$ cat src/rtl/data_mem_arb_pkg.sv
// Shared types for the data-memory arbiter.
//   master_id_t : identifies which requester owns a transaction (M0 = core LSU,
//                 M1 = secondary DMA/debug master).
//   arb_state_t : arbiter state, free arbitration or locked onto one owner.
//   mem_req_t   : request attributes carried alongside req (we/be/addr/wdata).
//                 The struct is sized by ARB_AW/ARB_DW, which are also the
//                 defaults of the arbiter's AW/DW parameters.
package data_mem_arb_pkg;

    localparam int ARB_AW = 32;
    localparam int ARB_DW = 32;

    typedef enum logic {
        M0 = 1'b0,
        M1 = 1'b1
    } master_id_t;

    typedef enum logic {
        ARB    = 1'b0,
        LOCKED = 1'b1
    } arb_state_t;

    typedef struct packed {
        logic                  we;
        logic [ARB_DW/8-1:0]   be;
        logic [ARB_AW-1:0]     addr;
        logic [ARB_DW-1:0]     wdata;
    } mem_req_t;

    // After a handshake the winner drops to lowest priority.
    function automatic master_id_t other_master(input master_id_t id);
        return (id == M0) ? M1 : M0;
    endfunction

endpackage

$ cat src/rtl/data_mem_arbiter_id_fifo.sv
// Outstanding-ID FIFO: records which master owns each granted-but-unanswered
// transaction so responses can be routed back in order.
//   clk, rst : clock, asynchronous active-high reset (empties the FIFO)
//   push     : write push_id at the tail (ignored when full)
//   pop      : drop the head entry (ignored when empty)
//   head     : ID at the head, valid when !empty
//   count    : number of stored IDs, 0..DEPTH
//   full     : count == DEPTH
//   empty    : count == 0
module id_fifo
    import data_mem_arb_pkg::*;
#(
    parameter int DEPTH = 2
) (
    input  logic                         clk,
    input  logic                         rst,
    input  logic                         push,
    input  master_id_t                   push_id,
    input  logic                         pop,
    output master_id_t                   head,
    output logic [$clog2(DEPTH+1)-1:0]   count,
    output logic                         full,
    output logic                         empty
);

    // A depth-1 FIFO still needs a 1-bit pointer to index storage.
    localparam int PW = (DEPTH > 1) ? $clog2(DEPTH) : 1;
    localparam int CW = $clog2(DEPTH + 1);

    master_id_t        id_mem [DEPTH];
    logic [PW-1:0]     wr_ptr_reg, wr_ptr_next;
    logic [PW-1:0]     rd_ptr_reg, rd_ptr_next;
    logic [CW-1:0]     count_reg,  count_next;
    logic              push_ok, pop_ok;

    // Pointers wrap modulo DEPTH, which need not be a power of two.
    function automatic logic [PW-1:0] ptr_inc(input logic [PW-1:0] p);
        return (p == PW'(DEPTH - 1)) ? '0 : p + PW'(1);
    endfunction

    assign full    = (count_reg == CW'(DEPTH));
    assign empty   = (count_reg == '0);
    assign push_ok = push && !full;
    assign pop_ok  = pop && !empty;
    assign head    = id_mem[rd_ptr_reg];
    assign count   = count_reg;

    always_comb begin
        wr_ptr_next = wr_ptr_reg;
        rd_ptr_next = rd_ptr_reg;
        count_next  = count_reg;
        if (push_ok) begin
            wr_ptr_next = ptr_inc(wr_ptr_reg);
        end
        if (pop_ok) begin
            rd_ptr_next = ptr_inc(rd_ptr_reg);
        end
        // Simultaneous push and pop leaves the count unchanged.
        if (push_ok && !pop_ok) begin
            count_next = count_reg + CW'(1);
        end else if (pop_ok && !push_ok) begin
            count_next = count_reg - CW'(1);
        end
    end

    always_ff @(posedge clk or posedge rst) begin
        if (rst) begin
            wr_ptr_reg <= '0;
            rd_ptr_reg <= '0;
            count_reg  <= '0;
        end else begin
            wr_ptr_reg <= wr_ptr_next;
            rd_ptr_reg <= rd_ptr_next;
            count_reg  <= count_next;
        end
    end

    // Storage needs no reset: entries are only read while count > 0.
    always_ff @(posedge clk) begin
        if (push_ok) begin
            id_mem[wr_ptr_reg] <= push_id;
        end
    end

endmodule

$ cat src/rtl/data_mem_arbiter.sv
// Two-master arbiter in front of a single data-memory slave port using the
// req/gnt/rvalid protocol. Round-robin between m0 (core LSU) and m1 (DMA /
// debug), with the request locked onto its owner until granted, and in-order
// response routing through an outstanding-ID FIFO.
//   clk, rst              : clock, asynchronous active-high reset
//   mN_req_i .. mN_wdata_i: request channel from master N (N = 0, 1)
//   mN_gnt_o              : combinational grant to master N
//   mN_rvalid_o/rdata/err : response routed to master N
//   mem_*                 : request/response channel to the data memory
//   outstanding_o         : granted-but-unanswered transaction count
//   protocol_err_o        : sticky flag, set by an rvalid with nothing pending
module data_mem_arbiter
    import data_mem_arb_pkg::*;
#(
    parameter int MAX_OUTSTANDING = 2,
    parameter int AW              = ARB_AW,
    parameter int DW              = ARB_DW
) (
    input  logic                                   clk,
    input  logic                                   rst,

    input  logic                                   m0_req_i,
    output logic                                   m0_gnt_o,
    input  logic                                   m0_we_i,
    input  logic [DW/8-1:0]                        m0_be_i,
    input  logic [AW-1:0]                          m0_addr_i,
    input  logic [DW-1:0]                          m0_wdata_i,
    output logic                                   m0_rvalid_o,
    output logic [DW-1:0]                          m0_rdata_o,
    output logic                                   m0_err_o,

    input  logic                                   m1_req_i,
    output logic                                   m1_gnt_o,
    input  logic                                   m1_we_i,
    input  logic [DW/8-1:0]                        m1_be_i,
    input  logic [AW-1:0]                          m1_addr_i,
    input  logic [DW-1:0]                          m1_wdata_i,
    output logic                                   m1_rvalid_o,
    output logic [DW-1:0]                          m1_rdata_o,
    output logic                                   m1_err_o,

    output logic                                   mem_req_o,
    input  logic                                   mem_gnt_i,
    output logic                                   mem_we_o,
    output logic [DW/8-1:0]                        mem_be_o,
    output logic [AW-1:0]                          mem_addr_o,
    output logic [DW-1:0]                          mem_wdata_o,
    input  logic                                   mem_rvalid_i,
    input  logic [DW-1:0]                          mem_rdata_i,
    input  logic                                   mem_err_i,

    output logic [$clog2(MAX_OUTSTANDING+1)-1:0]   outstanding_o,
    output logic                                   protocol_err_o
);

    arb_state_t  state_reg, state_next;
    master_id_t  owner_reg, owner_next;
    master_id_t  rr_reg, rr_next;
    logic        protocol_err_reg, protocol_err_next;

    master_id_t  sel;
    logic        sel_req;
    mem_req_t    m0_req_s, m1_req_s, sel_req_s;
    logic        handshake;
    logic        rsp_valid;
    logic        fifo_pop;
    logic        fifo_full, fifo_empty;
    master_id_t  fifo_head;

    assign m0_req_s = '{we: m0_we_i, be: m0_be_i, addr: m0_addr_i, wdata: m0_wdata_i};
    assign m1_req_s = '{we: m1_we_i, be: m1_be_i, addr: m1_addr_i, wdata: m1_wdata_i};

    // Owner selection. A locked owner cannot be displaced because a master
    // may not retract or change its request before it is granted.
    always_comb begin
        sel = M0;
        if (state_reg == LOCKED) begin
            sel = owner_reg;
        end else if (m0_req_i && m1_req_i) begin
            sel = rr_reg;
        end else if (m1_req_i) begin
            sel = M1;
        end
    end

    assign sel_req   = (sel == M1) ? m1_req_i : m0_req_i;
    assign sel_req_s = (sel == M1) ? m1_req_s : m0_req_s;

    // Full is registered state, so a same-cycle rvalid frees a slot only
    // for the following cycle. rst gates outputs so they drop immediately.
    assign mem_req_o   = sel_req && !fifo_full && !rst;
    assign mem_we_o    = rst ? 1'b0 : sel_req_s.we;
    assign mem_be_o    = rst ? '0   : sel_req_s.be;
    assign mem_addr_o  = rst ? '0   : sel_req_s.addr;
    assign mem_wdata_o = rst ? '0   : sel_req_s.wdata;

    assign handshake = mem_req_o && mem_gnt_i;
    assign m0_gnt_o  = handshake && (sel == M0);
    assign m1_gnt_o  = handshake && (sel == M1);

    // Responses follow grant order; an rvalid with nothing pending is dropped.
    assign rsp_valid   = mem_rvalid_i && !rst;
    assign fifo_pop    = rsp_valid && !fifo_empty;
    assign m0_rvalid_o = fifo_pop && (fifo_head == M0);
    assign m1_rvalid_o = fifo_pop && (fifo_head == M1);
    assign m0_rdata_o  = m0_rvalid_o ? mem_rdata_i : '0;
    assign m1_rdata_o  = m1_rvalid_o ? mem_rdata_i : '0;
    assign m0_err_o    = m0_rvalid_o && mem_err_i;
    assign m1_err_o    = m1_rvalid_o && mem_err_i;

    // LOCKED is only entered while not full (mem_req_o implies !full), and
    // the count cannot rise while locked, so lock and full never coincide.
    always_comb begin
        state_next        = state_reg;
        owner_next        = owner_reg;
        rr_next           = rr_reg;
        protocol_err_next = protocol_err_reg || (rsp_valid && fifo_empty);
        if (handshake) begin
            state_next = ARB;
            rr_next    = other_master(sel);
        end else if (mem_req_o) begin
            state_next = LOCKED;
            owner_next = sel;
        end
    end

    always_ff @(posedge clk or posedge rst) begin
        if (rst) begin
            state_reg        <= ARB;
            owner_reg        <= M0;
            rr_reg           <= M0;
            protocol_err_reg <= 1'b0;
        end else begin
            state_reg        <= state_next;
            owner_reg        <= owner_next;
            rr_reg           <= rr_next;
            protocol_err_reg <= protocol_err_next;
        end
    end

    assign protocol_err_o = protocol_err_reg;

    id_fifo #(
        .DEPTH (MAX_OUTSTANDING)
    ) u_id_fifo (
        .clk     (clk),
        .rst     (rst),
        .push    (handshake),
        .push_id (sel),
        .pop     (fifo_pop),
        .head    (fifo_head),
        .count   (outstanding_o),
        .full    (fifo_full),
        .empty   (fifo_empty)
    );

endmodule

$ cat config.mk
export PLATFORM = sky130hd
export DESIGN_NAME = data_mem_arbiter
export DESIGN_NICKNAME = d
export VERILOG_FILES = /design/src/rtl/data_mem_arb_pkg.sv /design/src/rtl/data_mem_arbiter_id_fifo.sv /design/src/rtl/data_mem_arbiter.sv
export SDC_FILE = /design/constraint.sdc
export NUM_CORES = 1
export LEC_CHECK = 0
export ABC_AREA = 1
export CELL_PAD_IN_SITES_DETAIL_PLACEMENT = 0
export CELL_PAD_IN_SITES_GLOBAL_PLACEMENT = 1
export CORE_ASPECT_RATIO = 1.25
export CORE_MARGIN = 4
export CORE_UTILIZATION = 13
export DETAILED_ROUTE_END_ITERATION = 16
export PLACE_DENSITY = 0.95
export SYNTH_ARGS = -nofsm -noshare
export SYNTH_HDL_FRONTEND = slang
export SYNTH_SLANG_ARGS = --single-unit
$ cat constraint.sdc
create_clock -name clk -period 2.9 [get_ports clk]
set_input_delay 0.58 -clock clk [delete_from_list [all_inputs] [get_ports clk]]
set_output_delay 0.58 -clock clk [all_outputs]
set_load 0.02 [all_outputs]
* Word level (Yosys, flattened, before mapping)
Memory sizes are Yosys's and may differ from the RTL's.
Cells that the tools add are included.
** Cells by class
- Add/sub/neg operators :: 4
- Eq/ne operators :: 1
- Mux-type cells :: 20
- Bitwise logic cells :: 3
- Reductions and logical operators :: 27
** Operators by type and width (number)
- 2-to-1 mux 32 bit :: 4
- 2-to-1 mux 69 bit :: 1
- logical AND 1 bit :: 17
- 2-to-1 mux 1 bit :: 12
- zero test 1 bit :: 5
- 2-to-1 mux 2 bit :: 2
- 2-to-1 mux 4 bit :: 1
- nonzero test 2 bit :: 2
- inverter 1 bit :: 3
- adder 1 bit (second input constant) :: 2
- adder 2 x 1 -> 2 bit (second input constant) :: 1
- == test 2 bit (second input constant) :: 1
- zero test 2 bit :: 1
- AND reduction 2 bit :: 1
- subtractor 2 x 1 -> 2 bit (second input constant) :: 1
- logical OR 1 bit :: 1
** Word-level totals
- Register bits after elaboration :: 8
- Bits in writable memories :: 2
- Logic and storage cells :: 63
- Memories :: 1
** Memory list
- u_id_fifo.id_mem :: words 2, bits a word 1, read ports 1, clocked after memory_dff 0, wr ports 1, line data_mem_arbiter_id_fifo.sv:30 : master_id_t id_mem [DEPTH];

* Longest topological paths before layout
Gate-level depths: netlist of run 1.
- Depth after elaboration :: 12
- Mapped depth :: 10
- Mapped depth without buffers :: 10

* By module
From an unflattened synthesis of run 1, not the netlist that was laid out.
** Second synthesis, totals
- Cells, all modules :: 414
- Area, all modules :: 2150.8 um^2
** By module, submodules not included
- data_mem_arbiter :: instances 1, cells each 376, area each 1841.8 um^2
- id_fifo :: instances 1, cells each 38, area each 309.0 um^2

* Least setup slack after synthesis of run 1
No wires, ideal clock.
- Kind :: in2out
- From :: input port rst
- To :: output port mem_wdata_o[22]
- Data arrival time :: 1613 ps
- Path slack :: 707 ps
- Stages :: 4
- Cell sequence :: inv_1 > clkbuf_1 > o21ai_0 > nor2_1
** On the way
- Word-level cells in the longest chain between the ends :: 1
** RTL lines
- start: declaration :: line data_mem_arbiter.sv:20 : input logic rst,
- 2-to-1 mux 32 bit :: line data_mem_arbiter.sv:95 : assign mem_wdata_o = rst ? '0 : sel_req_s.wdata;
- end: declaration :: line data_mem_arbiter.sv:47 : output logic [DW-1:0] mem_wdata_o,
Every way passes these cells.

* Worst setup path after layout of run 1
- From :: input port m1_req_i
- To :: output port mem_addr_o[4]
** On the way
- Word-level cells in the longest chain between the ends :: 5
- Elaborated cells on any way between the ends :: 6
** RTL lines
- start: declaration :: line data_mem_arbiter.sv:32 : input logic m1_req_i,
- 2-to-1 mux 1 bit / logical AND 1 bit (equally long branches) :: line data_mem_arbiter.sv:81, data_mem_arbiter.sv:79
- 2-to-1 mux 1 bit * :: line data_mem_arbiter.sv:79 : end else if (m0_req_i && m1_req_i) begin
- 2-to-1 mux 1 bit * :: line data_mem_arbiter.sv:77 : if (state_reg == LOCKED) begin
- 2-to-1 mux 69 bit * :: line data_mem_arbiter.sv:87 : assign sel_req_s = (sel == M1) ? m1_req_s : m0_req_s;
- 2-to-1 mux 32 bit * :: line data_mem_arbiter.sv:94 : assign mem_addr_o = rst ? '0 : sel_req_s.addr;
- end: declaration :: line data_mem_arbiter.sv:46 : output logic [AW-1:0] mem_addr_o,
Mark *: on every way between the ends. The rest lies on a longest branch, timed or not.

==> run summary, run 1 <==
Status: finished clean
Final Hold Viols: 0
Initial antenna violation count: 0
Largest net degree at the start of global routing: 46
Gate power share: 0.817
Worst EP required: 2320 ps
DRT iter0 DRCs: 36
Clk buf depth: 2
Max Transition Viols Final: 0
HP Class: flip-flop to flip-flop
Pre-CTS WS: -217 ps
RSZ-0062 raised after global routing: true
Net Sw Power: 0.00137 W
Clk pwr share: 0.091
Total CTS buffers: 3
Startpoint types: primary input
Post-Route WL: 12900 microns
Hold_buf cts: 0
Fraction of layout cells with a size suffix above 1: 0.0861
Cell leakage power: 3.04 nW
Peak supply drop: 0.000210 V
Num Clock Sinks: 10
Die width: 120 microns
Most frequent CP cell: buf_12
P&R area growth vs syn: 171%
Starting density of the core: 0.134
Setup TNS: 0 ps
Worst-path fanout max: 37
First-pass detailed-route iteration total: 4
Register bit count reported by yosys: 10
# fillers: 1663
Yosys cell types: 24
Peak Freq: 357 MHz
Total track usage: 0.131
Final Wtd Congestion: 0.757
Vias: 3621
Post-synthesis sequential area ratio: 0.128
Fin cells: 928
Final setup vio count: 0
Cells after DPL: 924
Number of remaining DRC errors: 0
IO buf count: 319
Critical path capture point type: output port
Average cell area after synthesis: 5.08 sq um
PwrDens: 490 nW/um^2
CP max stage delay: 480 ps
Clock skew: 1.71 ps
Num rows: 50
Fin crit period: 2800 ps
Wire per inst: 13.9 microns
Core area: 15200 sq um
Number of global-route vias before repair: 3582
Post-route ant nets: 0
Final Cycle Share: 0.965
Final Util: 0.364
Worst-path clk slew: 40 ps
N_diodes: 0
Worst-path cell with the longest stage delay: clkdlybuf4s50_1
Most frequent cells in the layout: nor2_1 (199), clkdlybuf4s50_1 (179), dlygate4sd2_1 (116)
Post-Syn Area: 2040 sq um
Most common cell after layout, fill and taps aside: nor2_1
Worst Tran Pin Value: 264 ps
Total die area: 17800 sq um
Relative slew margins: 0.823
First-pass GRT wire length: 18700 microns
Hpwl dp: 11200 microns
Die Height: 148 microns
Io pins: 320
Grt total ovfl: 0
Register share of total power: 0.092
CTS tree: yes
Via density: 3.90
Crit path cell chain: clkdlybuf4s50_1, inv_1, nor2_2, nand2_2, nand2_4, buf_12, buf_4, o21ai_0, nor2_1, buf_12
Htree depth: 1
Cell count after synthesis: 402
WP data arrival: 2220 ps
Ys Warns: 0
Skew-Pair Late Insertion Delay: 240 ps
Switching Share: 0.506
Final #Nets: 899
Clk root buf: clkbuf_16
Post-Syn Nets: 580
Cell Int Power: 0.00134 W
Hold_ws: 454 ps
Crit Path Class: primary input to output port
Final worst setup slack: 101 ps
Max-cap violations: 0
==> critical path: cells and delay by family <==
kind / cells / cell delay (ps)
compound gates: 1 / 70
simple gates: 4 / 510
buf+inv: 5 / 1040
==> repair_timing <==
item,in CTS,in global routing
endpoints found under the setup margin,126,15
endpoints found under the hold margin,0,0
resized for setup,125,17
buffers inserted,0,0
cloned,0,0
==> layout make-up <==
cell class / count / area, sq um / share of cell area
sequential: 10 / 260 / 0.0471
multi-input combinational: 313 / 1380 / 0.249
clock inverter: 1 / 3.75 / 0.000679
tap: 208 / 260 / 0.0471
clock buffer: 3 / 75.1 / 0.0136
timing repair buffer: 341 / 3350 / 0.606
inverter: 52 / 198 / 0.0358
==> logic make-up (layout without fill, tap and decap cells) <==
| logic type | after synthesis | in the layout | share of synthesized area |
|---|---|---|---|
| buf+inv | 79 | 397 | 0.201 |
| flops | 10 | 10 | 0.128 |
| simple gates | 236 | 236 | 0.470 |
| compound gates | 73 | 73 | 0.182 |
| fa+ha+maj | 1 | 1 | 0.00613 |
| xor+xnor | 3 | 3 | 0.0129 |
==> worst paths after layout <==
kind	from	endpoint	slack, ps	cells after the start
max	m1_req_i	mem_addr_o[4]	100	10
min	protocol_err_o	protocol_err_o	450	1
max reg2reg	state_reg	u_id_fifo.count[1]	1070	10
min reg2reg	protocol_err_o	protocol_err_o	450	1
max in group asynchronous	rst	protocol_err_o	1880	4
min in group asynchronous	rst	u_id_fifo.wr_ptr_reg	850	4
==> cell usage after synthesis (all sizes together) <==
master / number / area (sq um)
o21ai: 71 / 359
nand4: 3 / 18.8
inv: 52 / 198
nand2: 19 / 98.8
a21o: 1 / 7.51
nand3: 3 / 20.0
edfxtp: 2 / 60.1
dfrtp: 8 / 200
nor2: 211 / 822
ha: 1 / 12.5
buf: 20 / 186
xnor2: 3 / 26.3
a21oi: 1 / 5.00
clkbuf: 7 / 26.3
==> layer usage <==
| metal | global-route usage | vias to the layer above | wire length [microns] |
|---|---|---|---|
| li1 | - | 1855 | - |
| met1 | 0.133 | 1527 | 4530 |
| met2 | 0.244 | 232 | 6290 |
| met4 | 0.0155 | 0 | 94 |
| met3 | 0.0707 | 7 | 1990 |
| met5 | 0 | - | 0 |
==> metrics by stage <==
step,instance area (sq um),power (W)
after floorplan,2040,0.00147
after global placement,5580,0.00267
after detailed placement,5580,0.00270
after CTS,5520,0.00277
after global routing,5530,0.00292
final,5530,0.00271
==> power groups by stage <==
| stage | combinational, W | clock [W] | sequential, W |
|---|---|---|---|
| after global placement | 0.00242 | 0 | 0.000250 |
| after CTS | 0.00226 | 0.000256 | 0.000251 |
| after floorplan | 0.00121 | 0 | 0.000263 |
| after global routing | 0.00241 | 0.000260 | 0.000259 |
| final | 0.00221 | 0.000247 | 0.000249 |
| after detailed placement | 0.00244 | 0 | 0.000253 |
Power figures use the tool's default switching activity.
==> run 2: changes to the inputs <==
--- a/config.mk
+++ b/config.mk
@@ -11,7 +11,9 @@
 export CORE_ASPECT_RATIO = 1.25
 export CORE_MARGIN = 4
 export CORE_UTILIZATION = 13
+export CTS_CLUSTER_SIZE = 14
 export DETAILED_ROUTE_END_ITERATION = 16
+export GPL_TIMING_DRIVEN = 1
 export PLACE_DENSITY = 0.95
 export SYNTH_ARGS = -nofsm -noshare
 export SYNTH_HDL_FRONTEND = slang
==> results of run 2 <==
Same layout as run 1: the final DEF is identical, and so are final timing and power.
